[src/rtl/expr_pkg.sv]
// Shared definitions for the expression stream: ASCII codes, operator
// encoding and the transmitter state type.
package expr_pkg;

  localparam logic [7:0] CH_ZERO = 8'h30;
  localparam logic [7:0] CH_PLUS = 8'h2B;
  localparam logic [7:0] CH_STAR = 8'h2A;

  localparam logic OP_ADD = 1'b0;
  localparam logic OP_MUL = 1'b1;

  typedef enum logic [1:0] {
    IDLE  = 2'd0,
    DIGIT = 2'd1,
    OP    = 2'd2,
    DONE  = 2'd3
  } state_t;

  function automatic logic is_bcd(input logic [3:0] nib);
    return (nib <= 4'd9);
  endfunction

endpackage

[src/rtl/expr_char_enc.sv]
// Maps one stream element (a BCD digit or an operator bit) to its ASCII byte.
module expr_char_enc
  import expr_pkg::*;
(
  input  logic       is_op_i,
  input  logic [3:0] nibble_i,
  input  logic       op_i,
  output logic [7:0] char_o
);

  // Operator bit selects '*' or '+'; digits are offset from '0'.
  always_comb begin
    if (is_op_i) begin
      char_o = (op_i == OP_MUL) ? CH_STAR : CH_PLUS;
    end else begin
      char_o = CH_ZERO + {4'b0000, nibble_i};
    end
  end

endmodule

[src/rtl/expr_tx.sv]
// Serial infix expression transmitter: latches a request of digits and
// operators on start_i and streams "d op d ... d" one byte per handshake.
//
//   state | meaning
//   IDLE  | waiting for start_i; illegal requests pulse err_o
//   DIGIT | presenting term k as an ASCII digit
//   OP    | presenting operator k
//   DONE  | one-cycle done_o pulse, then back to IDLE
//
// All outputs are registered; their next values are decoded from the
// next state so the first character appears the cycle after start_i.
module expr_tx
  import expr_pkg::*;
#(
  parameter int MAX_TERMS = 4
) (
  input  logic                           clk_i,
  input  logic                           clr_n_i,
  input  logic                           start_i,
  input  logic [$clog2(MAX_TERMS+1)-1:0] num_terms_i,
  input  logic [4*MAX_TERMS-1:0]         digits_i,
  input  logic [MAX_TERMS-2:0]           ops_i,
  output logic                           busy_o,
  output logic                           out_valid_o,
  input  logic                           out_ready_i,
  output logic [7:0]                     out_char_o,
  output logic                           done_o,
  output logic                           err_o
);

  localparam int NW = $clog2(MAX_TERMS+1);
  localparam int KW = $clog2(MAX_TERMS);

  state_t                 state_q, state_d;
  logic [KW-1:0]          k_q, k_d;
  logic [NW-1:0]          nterms_q, nterms_d;
  logic [4*MAX_TERMS-1:0] digits_q, digits_d;
  logic [MAX_TERMS-2:0]   ops_q, ops_d;

  logic                   busy_q, busy_d;
  logic                   valid_q, valid_d;
  logic [7:0]             char_q, char_d;
  logic                   done_q, done_d;
  logic                   err_q, err_d;

  logic                   legal;
  logic                   xfer;
  logic [3:0]             enc_nibble;
  logic [MAX_TERMS-1:0]   enc_ops;
  logic                   enc_op;
  logic [7:0]             enc_char;

  assign xfer = valid_q & out_ready_i;

  // Request check: operand count in range and every used term is BCD.
  always_comb begin
    legal = 1'b1;
    if (num_terms_i == '0 || int'(num_terms_i) > MAX_TERMS) begin
      legal = 1'b0;
    end
    for (int i = 0; i < MAX_TERMS; i++) begin
      if (i < int'(num_terms_i) && !is_bcd(digits_i[4*i +: 4])) begin
        legal = 1'b0;
      end
    end
  end

  // Next-state logic; the request is latched only on a legal start in IDLE.
  always_comb begin
    state_d  = state_q;
    k_d      = k_q;
    nterms_d = nterms_q;
    digits_d = digits_q;
    ops_d    = ops_q;
    err_d    = 1'b0;
    case (state_q)
      IDLE: begin
        if (start_i) begin
          if (legal) begin
            state_d  = DIGIT;
            k_d      = '0;
            nterms_d = num_terms_i;
            digits_d = digits_i;
            ops_d    = ops_i;
          end else begin
            err_d = 1'b1;
          end
        end
      end
      DIGIT: begin
        if (xfer) begin
          state_d = (int'(k_q) + 1 < int'(nterms_q)) ? OP : DONE;
        end
      end
      OP: begin
        if (xfer) begin
          k_d     = k_q + KW'(1);
          state_d = DIGIT;
        end
      end
      DONE: begin
        state_d = IDLE;
      end
      default: begin
        state_d = IDLE;
      end
    endcase
  end

  // Select the element the next state will present. The operator vector is
  // padded so the index stays in range while sitting on the last digit.
  always_comb begin
    enc_ops    = {1'b0, ops_d};
    enc_op     = enc_ops[k_d];
    enc_nibble = digits_d[4*int'(k_d) +: 4];
  end

  expr_char_enc u_enc (
    .is_op_i  (state_d == OP),
    .nibble_i (enc_nibble),
    .op_i     (enc_op),
    .char_o   (enc_char)
  );

  // Output decode from the next state; out_char is forced to 0 when idle.
  always_comb begin
    valid_d = (state_d == DIGIT) || (state_d == OP);
    char_d  = valid_d ? enc_char : 8'h00;
    done_d  = (state_d == DONE);
    busy_d  = (state_d != IDLE);
  end

  // State, latched request and registered outputs.
  always_ff @(posedge clk_i or negedge clr_n_i) begin
    if (!clr_n_i) begin
      state_q  <= IDLE;
      k_q      <= '0;
      nterms_q <= '0;
      digits_q <= '0;
      ops_q    <= '0;
      busy_q   <= 1'b0;
      valid_q  <= 1'b0;
      char_q   <= 8'h00;
      done_q   <= 1'b0;
      err_q    <= 1'b0;
    end else begin
      state_q  <= state_d;
      k_q      <= k_d;
      nterms_q <= nterms_d;
      digits_q <= digits_d;
      ops_q    <= ops_d;
      busy_q   <= busy_d;
      valid_q  <= valid_d;
      char_q   <= char_d;
      done_q   <= done_d;
      err_q    <= err_d;
    end
  end

  assign busy_o      = busy_q;
  assign out_valid_o = valid_q;
  assign out_char_o  = char_q;
  assign done_o      = done_q;
  assign err_o       = err_q;

endmodule
[config.mk]
export PLATFORM = sky130hd
export DESIGN_NAME = expr_tx
export DESIGN_NICKNAME = d
export VERILOG_FILES = /design/src/rtl/expr_pkg.sv /design/src/rtl/expr_char_enc.sv /design/src/rtl/expr_tx.sv
export SDC_FILE = /design/constraint.sdc
export NUM_CORES = 1
export LEC_CHECK = 0
export ABC_AREA = 0
export CAP_MARGIN = 10
export CORE_MARGIN = 1.5
export CORE_UTILIZATION = 45
export CTS_CLUSTER_DIAMETER = 200
export DETAILED_ROUTE_END_ITERATION = 12
export PLACE_DENSITY = 0.8
export SLEW_MARGIN = 20
export SYNTH_ARGS = -nofsm -noshare
export SYNTH_HDL_FRONTEND = slang
export SYNTH_SLANG_ARGS = --single-unit
[constraint.sdc]
create_clock -name clk_i -period 3.1 [get_ports clk_i]
set_clock_uncertainty 0.2 [all_clocks]
set_input_delay 0.31 -clock clk_i [delete_from_list [all_inputs] [get_ports clk_i]]
set_output_delay 0.31 -clock clk_i [all_outputs]
set_load 0.01 [all_outputs]
==> run_results.csv, run 1 <==
group,metric,value,unit
route,first_pass_iters,4,
critical_path,crit_path_start_kind,"flop",
synth,synth-async-reset-ratio,100,%
global_route,antenna_found_initial,0,
placement,gp_congestion,0.814,
critical_path,rr_endpoint,"out_char_o[0]$_DFF_PN0_",
global_route,grt_util_all_layers,18.3,%
route,totalWireLength,3.62,mm
clocking,cts_tree,"built",
floorplan,die_h,65.6,um
global_route,grt_pass1_vias,1300,
synth,synth_seq_area_share,49.7,%
floorplan,start_util,47.4,%
synth,synth_common_cells,"dfrtp_1, nand2_1, o21ai_0, inv_1, ha_1",
floorplan,fp-row-count,22,
sta,period_needed,3.03,ns
synth,ys_seq_elements,35,
synth,syn-cell-area,1760,um^2
sta,fmax,0.330,GHz
global_route,grt_max_degree,36,
critical_path,r2r_slack,0.07,ns
run_status,status,"complete, no violations",
synth,syn_inst,162,
route,via_per_inst,5.16,
route,drc,0,
clocking,insertion_delay,0.28,ns
critical_path,cp_slowest_cell,"dfrtp_1",
critical_path,crit_start,"k_q[1]$_DFF_PN0_",
floorplan,die_w,65.6,um
layout,area_growth,31.4,%
job,maxCapViolations,0,
synth,synth.top_cell.area_share,49.7,%
clocking,cts.sinks,35,
pwr,ir_drop,0.421,mV
critical_path,crit_buf_inv,1,
synth,synth_most_common_cell,"dfrtp_1",
critical_path,r2r_start,"k_q[1]$_DFF_PN0_",
synth,yosys-top-cells-area,"dfrtp_1, nand2_1, ha_1",
critical_path,critPathRequiredTime,3.07,ns
sta,setup_ws,0.0717,ns
synth,ys_warn_count,0,
synth,avgSynthCellArea,10.9,um^2
synth,yosysTopAreaCell,"dfrtp_1",
layout,diodes,0,
pwr,finalPower,1.93,mW
route,wl_met3,167,um
clocking,root_buffer,"clkbuf_8",
hold_path,hp-class,"primary input to async pin",
sta,fin_crit_sh,97.7,%
critical_path,cpPeakStageDelay,0.42,ns
pwr,p_leak,1.08,nW
clocking,path_clk_slew,0.07,ns
layout,fillers,290,
sta,hold_viol_final,0,
route,dr_wl_met2,1.79,mm
sta,worst_slew_pin_slew,0.461,ns
synth,synth_ff_type,"dfrtp_1",
pwr,power_density,836,nW/um^2
critical_path,critPathKind,"flop to flop",
clocking,clock_path_buffers,2,
route,antenna_left,0,
floorplan,die-area,4300,um^2
sta,fin_tns_setup,0,ns
floorplan,ios,38,
critical_path,critPathMaxFanout,5,
sta,setup_viol,0,
critical_path,critPathArrivalTime,3.00,ns
synth,synth_cell_type_count,40,
route,routed.top_layer,"met4",
sta,rsz0062_at_grt,"true",
route,wl_met1,1.57,mm
placement,dp_worst_setup_slack,-0.0768,ns
layout,final_nets,238,
critical_path,crit_family,"adder cells",
clocking,htreeDepth,2,
global_route,overflow,0,
clocking,cts_buffers,5,
sta,max_slew_margin,68.4,%
placement,dp_hpwl,2.49,mm
global_route,grt_pass1_wl,5.91,mm
critical_path,ff2ff_path_depth,13,
critical_path,crit_top_cell,"ha_4",
layout,layout-drive-gt1-share,18.0,%
critical_path,crit_chain,"ha_4 -> ha_4 -> a21boi_1 -> o21ai_1 -> and4b_1 -> nor3b_2 -> nor3_2 -> ha_2 -> buf_4 -> nor2b_1 -> a31oi_1 -> o211ai_1 -> o32a_1",
route,drt_iter0_drc,49,
placement,io_buffer_count,35,
sta,slew_violations,0,
route,wl_per_cell,14.2,um
route,num_vias,1310,
synth,synth_edf_count,0,
critical_path,endpoint_kind,"flop",
floorplan,core,3720,um^2
## placed cells by master, fill, tap and decap left out, drive strengths merged
cell	instances
inv	10
o21a	3
nor2b	2
and4b	2
or2	1
nor3b	2
a31oi	1
o311a	2
conb	2
nand2b	1
nand3	4
nand2	26
o32a	1
buf	9
o21ba	1
a21oi	5
mux2i	5
o21ai	12
or4	2
nor2	4
dfrtp	35
a21boi	1
clkdlybuf4s50	35
clkinv	1
o22ai	1
nor3	3
o211ai	2
clkbuf	7
or3b	1
ha	7
xnor2	1
or3	1
o221ai	1
mux2	13
and3	1
o32ai	1
## area by class of cell
cell class	count	area [um^2]	share of cell area, %
flip-flops and latches	35	876	37.8
multi-input cells	109	842	36.4
repair buffers	44	418	18.1
clock buffers	7	76.3	3.30
well taps	48	60.1	2.59
inverters	10	37.5	1.62
clock inverters	1	5.00	0.216
## state kept, by name, indices dropped and copies added, names as in the netlist
| register | count |
|---|---|
| busy_o | 1 |
| err_o | 1 |
| ops_q | 3 |
| k_q | 2 |
| state_q | 2 |
| out_char_o | 6 |
| done_o | 1 |
| digits_q | 16 |
| nterms_q | 3 |
## per-layer routing
layer	GRT usage, %	up-vias
met1	23.6	613
li1	-	646
met4	5.47	0
met3	5.31	11
met5	0	-
met2	29.8	40
## stage by stage
stage	utilization [%]	hold WS, ns	std cells	cell area, um^2
after CTS	60.8	0.258	253	2260
after global placement	58.4	0.253	245	2170
after detailed placement	58.4	0.262	245	2170
after global routing	62.3	0.293	254	2310
final	62.3	0.242	254	2310
after floorplan	-	-0.186	163	1770
## kinds of logic (layout without fill, tap and decap cells)
kind of cell / Yosys count / after routing / share of synthesized area (%)
AND/OR/NAND/NOR: 50 / 50 / 15.1
multiplexers: 18 / 18 / 11.8
other: 1 / 2 / 0.213
buffers and inverters: 19 / 62 / 5.97
XOR/XNOR: 1 / 1 / 0.924
AO/OA/AOI/OAI: 31 / 31 / 11.4
adder cells (fa/ha/maj): 7 / 7 / 4.97
flip-flops: 35 / 35 / 49.7
## where the power goes
part | internal [mW] | switching [mW]
Clock | 0.157 | 0.149
Sequential | 0.658 | 0.103
Combinational | 0.480 | 0.387
## repair_timing
action | in CTS | in global routing
buffers inserted | 0 | 1
pin swaps | 0 | 9
hold endpoints to repair | 0 | 0
gates resized for setup | 2 | 7
hold buffers | 0 | 0
endpoints found under the setup margin | 1 | 3
## how the worst max path moves through the flow
| stage | end | slack [ns] | depth (start not counted) |
|---|---|---|---|
| after detailed placement | out_char_o[0]$_DFF_PN0_ | -0.08 | 12 |
| after CTS | out_char_o[3]$_DFF_PN0_ | 0.03 | 11 |
| after global placement | out_char_o[0]$_DFF_PN0_ | 0.06 | 12 |
| after global routing | out_char_o[0]$_DFF_PN0_ | -0.09 | 13 |
| after floorplan | out_char_o[0]$_DFF_PN0_ | 0.09 | 12 |
| final | out_char_o[0]$_DFF_PN0_ | 0.07 | 13 |
No activity file was read; power rests on OpenSTA's default activity.
==> run 2, diff against run 1 <==
--- a/config.mk
+++ b/config.mk
@@ -13,5 +13,5 @@
 export DETAILED_ROUTE_END_ITERATION = 12
 export PLACE_DENSITY = 0.8
-export SLEW_MARGIN = 20
+export REMOVE_ABC_BUFFERS = 1
 export SYNTH_ARGS = -nofsm -noshare
 export SYNTH_HDL_FRONTEND = slang
--- a/constraint.sdc
+++ b/constraint.sdc
@@ -3,3 +3,3 @@
 set_input_delay 0.31 -clock clk_i [delete_from_list [all_inputs] [get_ports clk_i]]
 set_output_delay 0.31 -clock clk_i [all_outputs]
-set_load 0.01 [all_outputs]
+set_load 0.005 [all_outputs]
==> run 2 against run 1 <==
Net effect: hold slack better by 0.0040 ns; first-iteration DRC count up 57%; combinational power down 5.2%; count of clock-buffer cells in the layout down 1; via count down 0.15%; cell count down 0.79%; register-to-register slack about the same; power down 2.8%; core utilization down 0.27 points; critical path depth down 2; largest cell class unchanged.
==> run_results.csv, run 2 (synthesized netlist as in run 1, its figures left out) <==
group,metric,value,unit
hold_path,hp-class,"primary input to async pin",
critical_path,crit_path_start_kind,"flop",
critical_path,cpPeakStageDelay,0.51,ns
critical_path,crit_chain,"ha_1 -> ha_1 -> a21boi_1 -> o21ai_1 -> and4b_1 -> nor3b_2 -> nor3_4 -> ha_4 -> buf_4 -> or4_1 -> o311a_1",
global_route,overflow,0,
layout,largest_reg_flops,16,
route,drc,0,
sta,setup_viol,0,
sta,fmax,0.331,GHz
placement,io_buffer_count,35,
route,wl_per_cell,13.7,um
critical_path,critPathRequiredTime,3.06,ns
floorplan,start_util,47.4,%
clocking,cts_tree,"built",
pwr,p_leak,1.09,nW
route,totalWireLength,3.46,mm
layout,diodes,0,
clocking,htreeDepth,2,
pwr,ir_drop,0.433,mV
floorplan,die_h,65.6,um
clocking,clock_path_buffers,2,
route,drt_iter0_drc,77,
global_route,grt_max_degree,36,
critical_path,crit_top_cell,"ha_1",
route,antenna_left,0,
global_route,grt_pass1_vias,1198,
sta,rsz0062_at_grt,"true",
layout,layout-drive-gt1-share,17.2,%
placement,dpl_cell_area,2180,um^2
clocking,insertion_delay,0.28,ns
layout,stdcell_area,2300,um^2
critical_path,r2r_slack,0.08,ns
floorplan,fp-row-count,22,
clocking,cts_buffers,5,
clocking,path_clk_slew,0.07,ns
route,first_pass_iters,4,
layout,regMostFlops,"digits_q",
layout,seq_area,876,um^2
layout,area_growth,30.8,%
sta,fin_crit_sh,97.5,%
pwr,power_density,816,nW/um^2
run_status,status,"complete, no violations",
layout,fillers,304,
clocking,cts.sinks,35,
critical_path,critPathKind,"flop to flop",
clocking,cts_hold_buf,0,
sta,slew_violations,0,
layout,final_cell_mix,"dfrtp_1, clkdlybuf4s50_1, nand2_1, o21ai_0, inv_1",
floorplan,core,3720,um^2
critical_path,endpoint_kind,"flop",
critical_path,critPathArrivalTime,2.98,ns
floorplan,die_w,65.6,um
global_route,grt_util_all_layers,18.5,%
job,maxCapViolations,0,
global_route,antenna_found_initial,0,
route,num_vias,1308,
critical_path,critPathMaxFanout,4,
clocking,postCtsSetupBuffers,0,
sta,period_needed,3.02,ns
placement,dp_worst_setup_slack,-0.0452,ns
floorplan,die-area,4300,um^2
critical_path,cp_slowest_cell,"or4_1",
sta,setup_ws,0.0760,ns
layout,final_nets,238,
clocking,root_buffer,"clkbuf_8",
layout,multi_input_area,841,um^2
sta,hold_viol_final,0,
global_route,grt_pass1_wl,5.86,mm
placement,dp_hpwl,2.54,mm
placement,gp_congestion,0.842,
floorplan,ios,38,
route,via_per_inst,5.19,
run 2: final timing paths:
kind,startpoint,to,depth (start not counted)
hold / removal,clr_n_i,ops_q[1]$_DFF_PN0_,2
max in group asynchronous,clr_n_i,digits_q[1]$_DFF_PN0_,2
setup / recovery,k_q[1]$_DFF_PN0_,out_char_o[1]$_DFF_PN0_,11
setup reg to reg,k_q[1]$_DFF_PN0_,out_char_o[1]$_DFF_PN0_,11
hold reg to reg,digits_q[2]$_DFF_PN0_,digits_q[2]$_DFF_PN0_,2
min in group clk_i,digits_q[2]$_DFF_PN0_,digits_q[2]$_DFF_PN0_,2
run 2: repair_timing:
item | CTS | global route
pin swaps | 1 | 7
resized for setup | 2 | 9
endpoints found under the setup margin | 1 | 2
run 2: layout make-up:
class / count / share of cell area (%)
inverter: 10 / 1.63
timing repair buffer: 44 / 18.1
multi-input combinational: 109 / 36.5
sequential: 35 / 38.0
tap: 48 / 2.61
clock buffer: 6 / 3.15
run 2: per-stage QoR:
step / std cells / setup TNS [ns] / util, % / total power [mW] / hold slack, ns
final: 252 / 0 / 62.0 / 1.88 / 0.246
after global routing: 252 / -0.0604 / 62.0 / 2.03 / 0.289
after CTS: 252 / 0 / 60.8 / 1.81 / 0.262
after detailed placement: 246 / -0.0452 / 58.6 / 1.51 / 0.267
after global placement: 246 / 0 / 58.6 / 1.48 / 0.253
after floorplan: 154 / -0.135 / - / 1.19 / -0.186
run 2: layer usage:
layer  wire [um]  global-route usage [%]
met1        1500                    24.0
met2        1770                    29.8
met3         115                    4.79
met4          68                    7.03
met5           0                       0
run 2: worst max-delay path, delay by kind of cell (launching register included):
kind                     cells  cell delay, ns
adder cells (fa/ha/maj)      3            0.77
buffers and inverters        1            0.14
AND/OR/NAND/NOR              4            1.04
AO/OA/AOI/OAI                3            0.37
flip-flops                   1            0.38
run 2: report_power, final:
part / switching (mW) / total (mW) / internal [mW] / leakage, nW
Combinational: 0.360 / 0.822 / 0.461 / 0.613
Clock: 0.147 / 0.296 / 0.149 / 0.0371
Sequential: 0.104 / 0.763 / 0.658 / 0.441
Total: 0.611 / 1.88 / 1.27 / 1.09
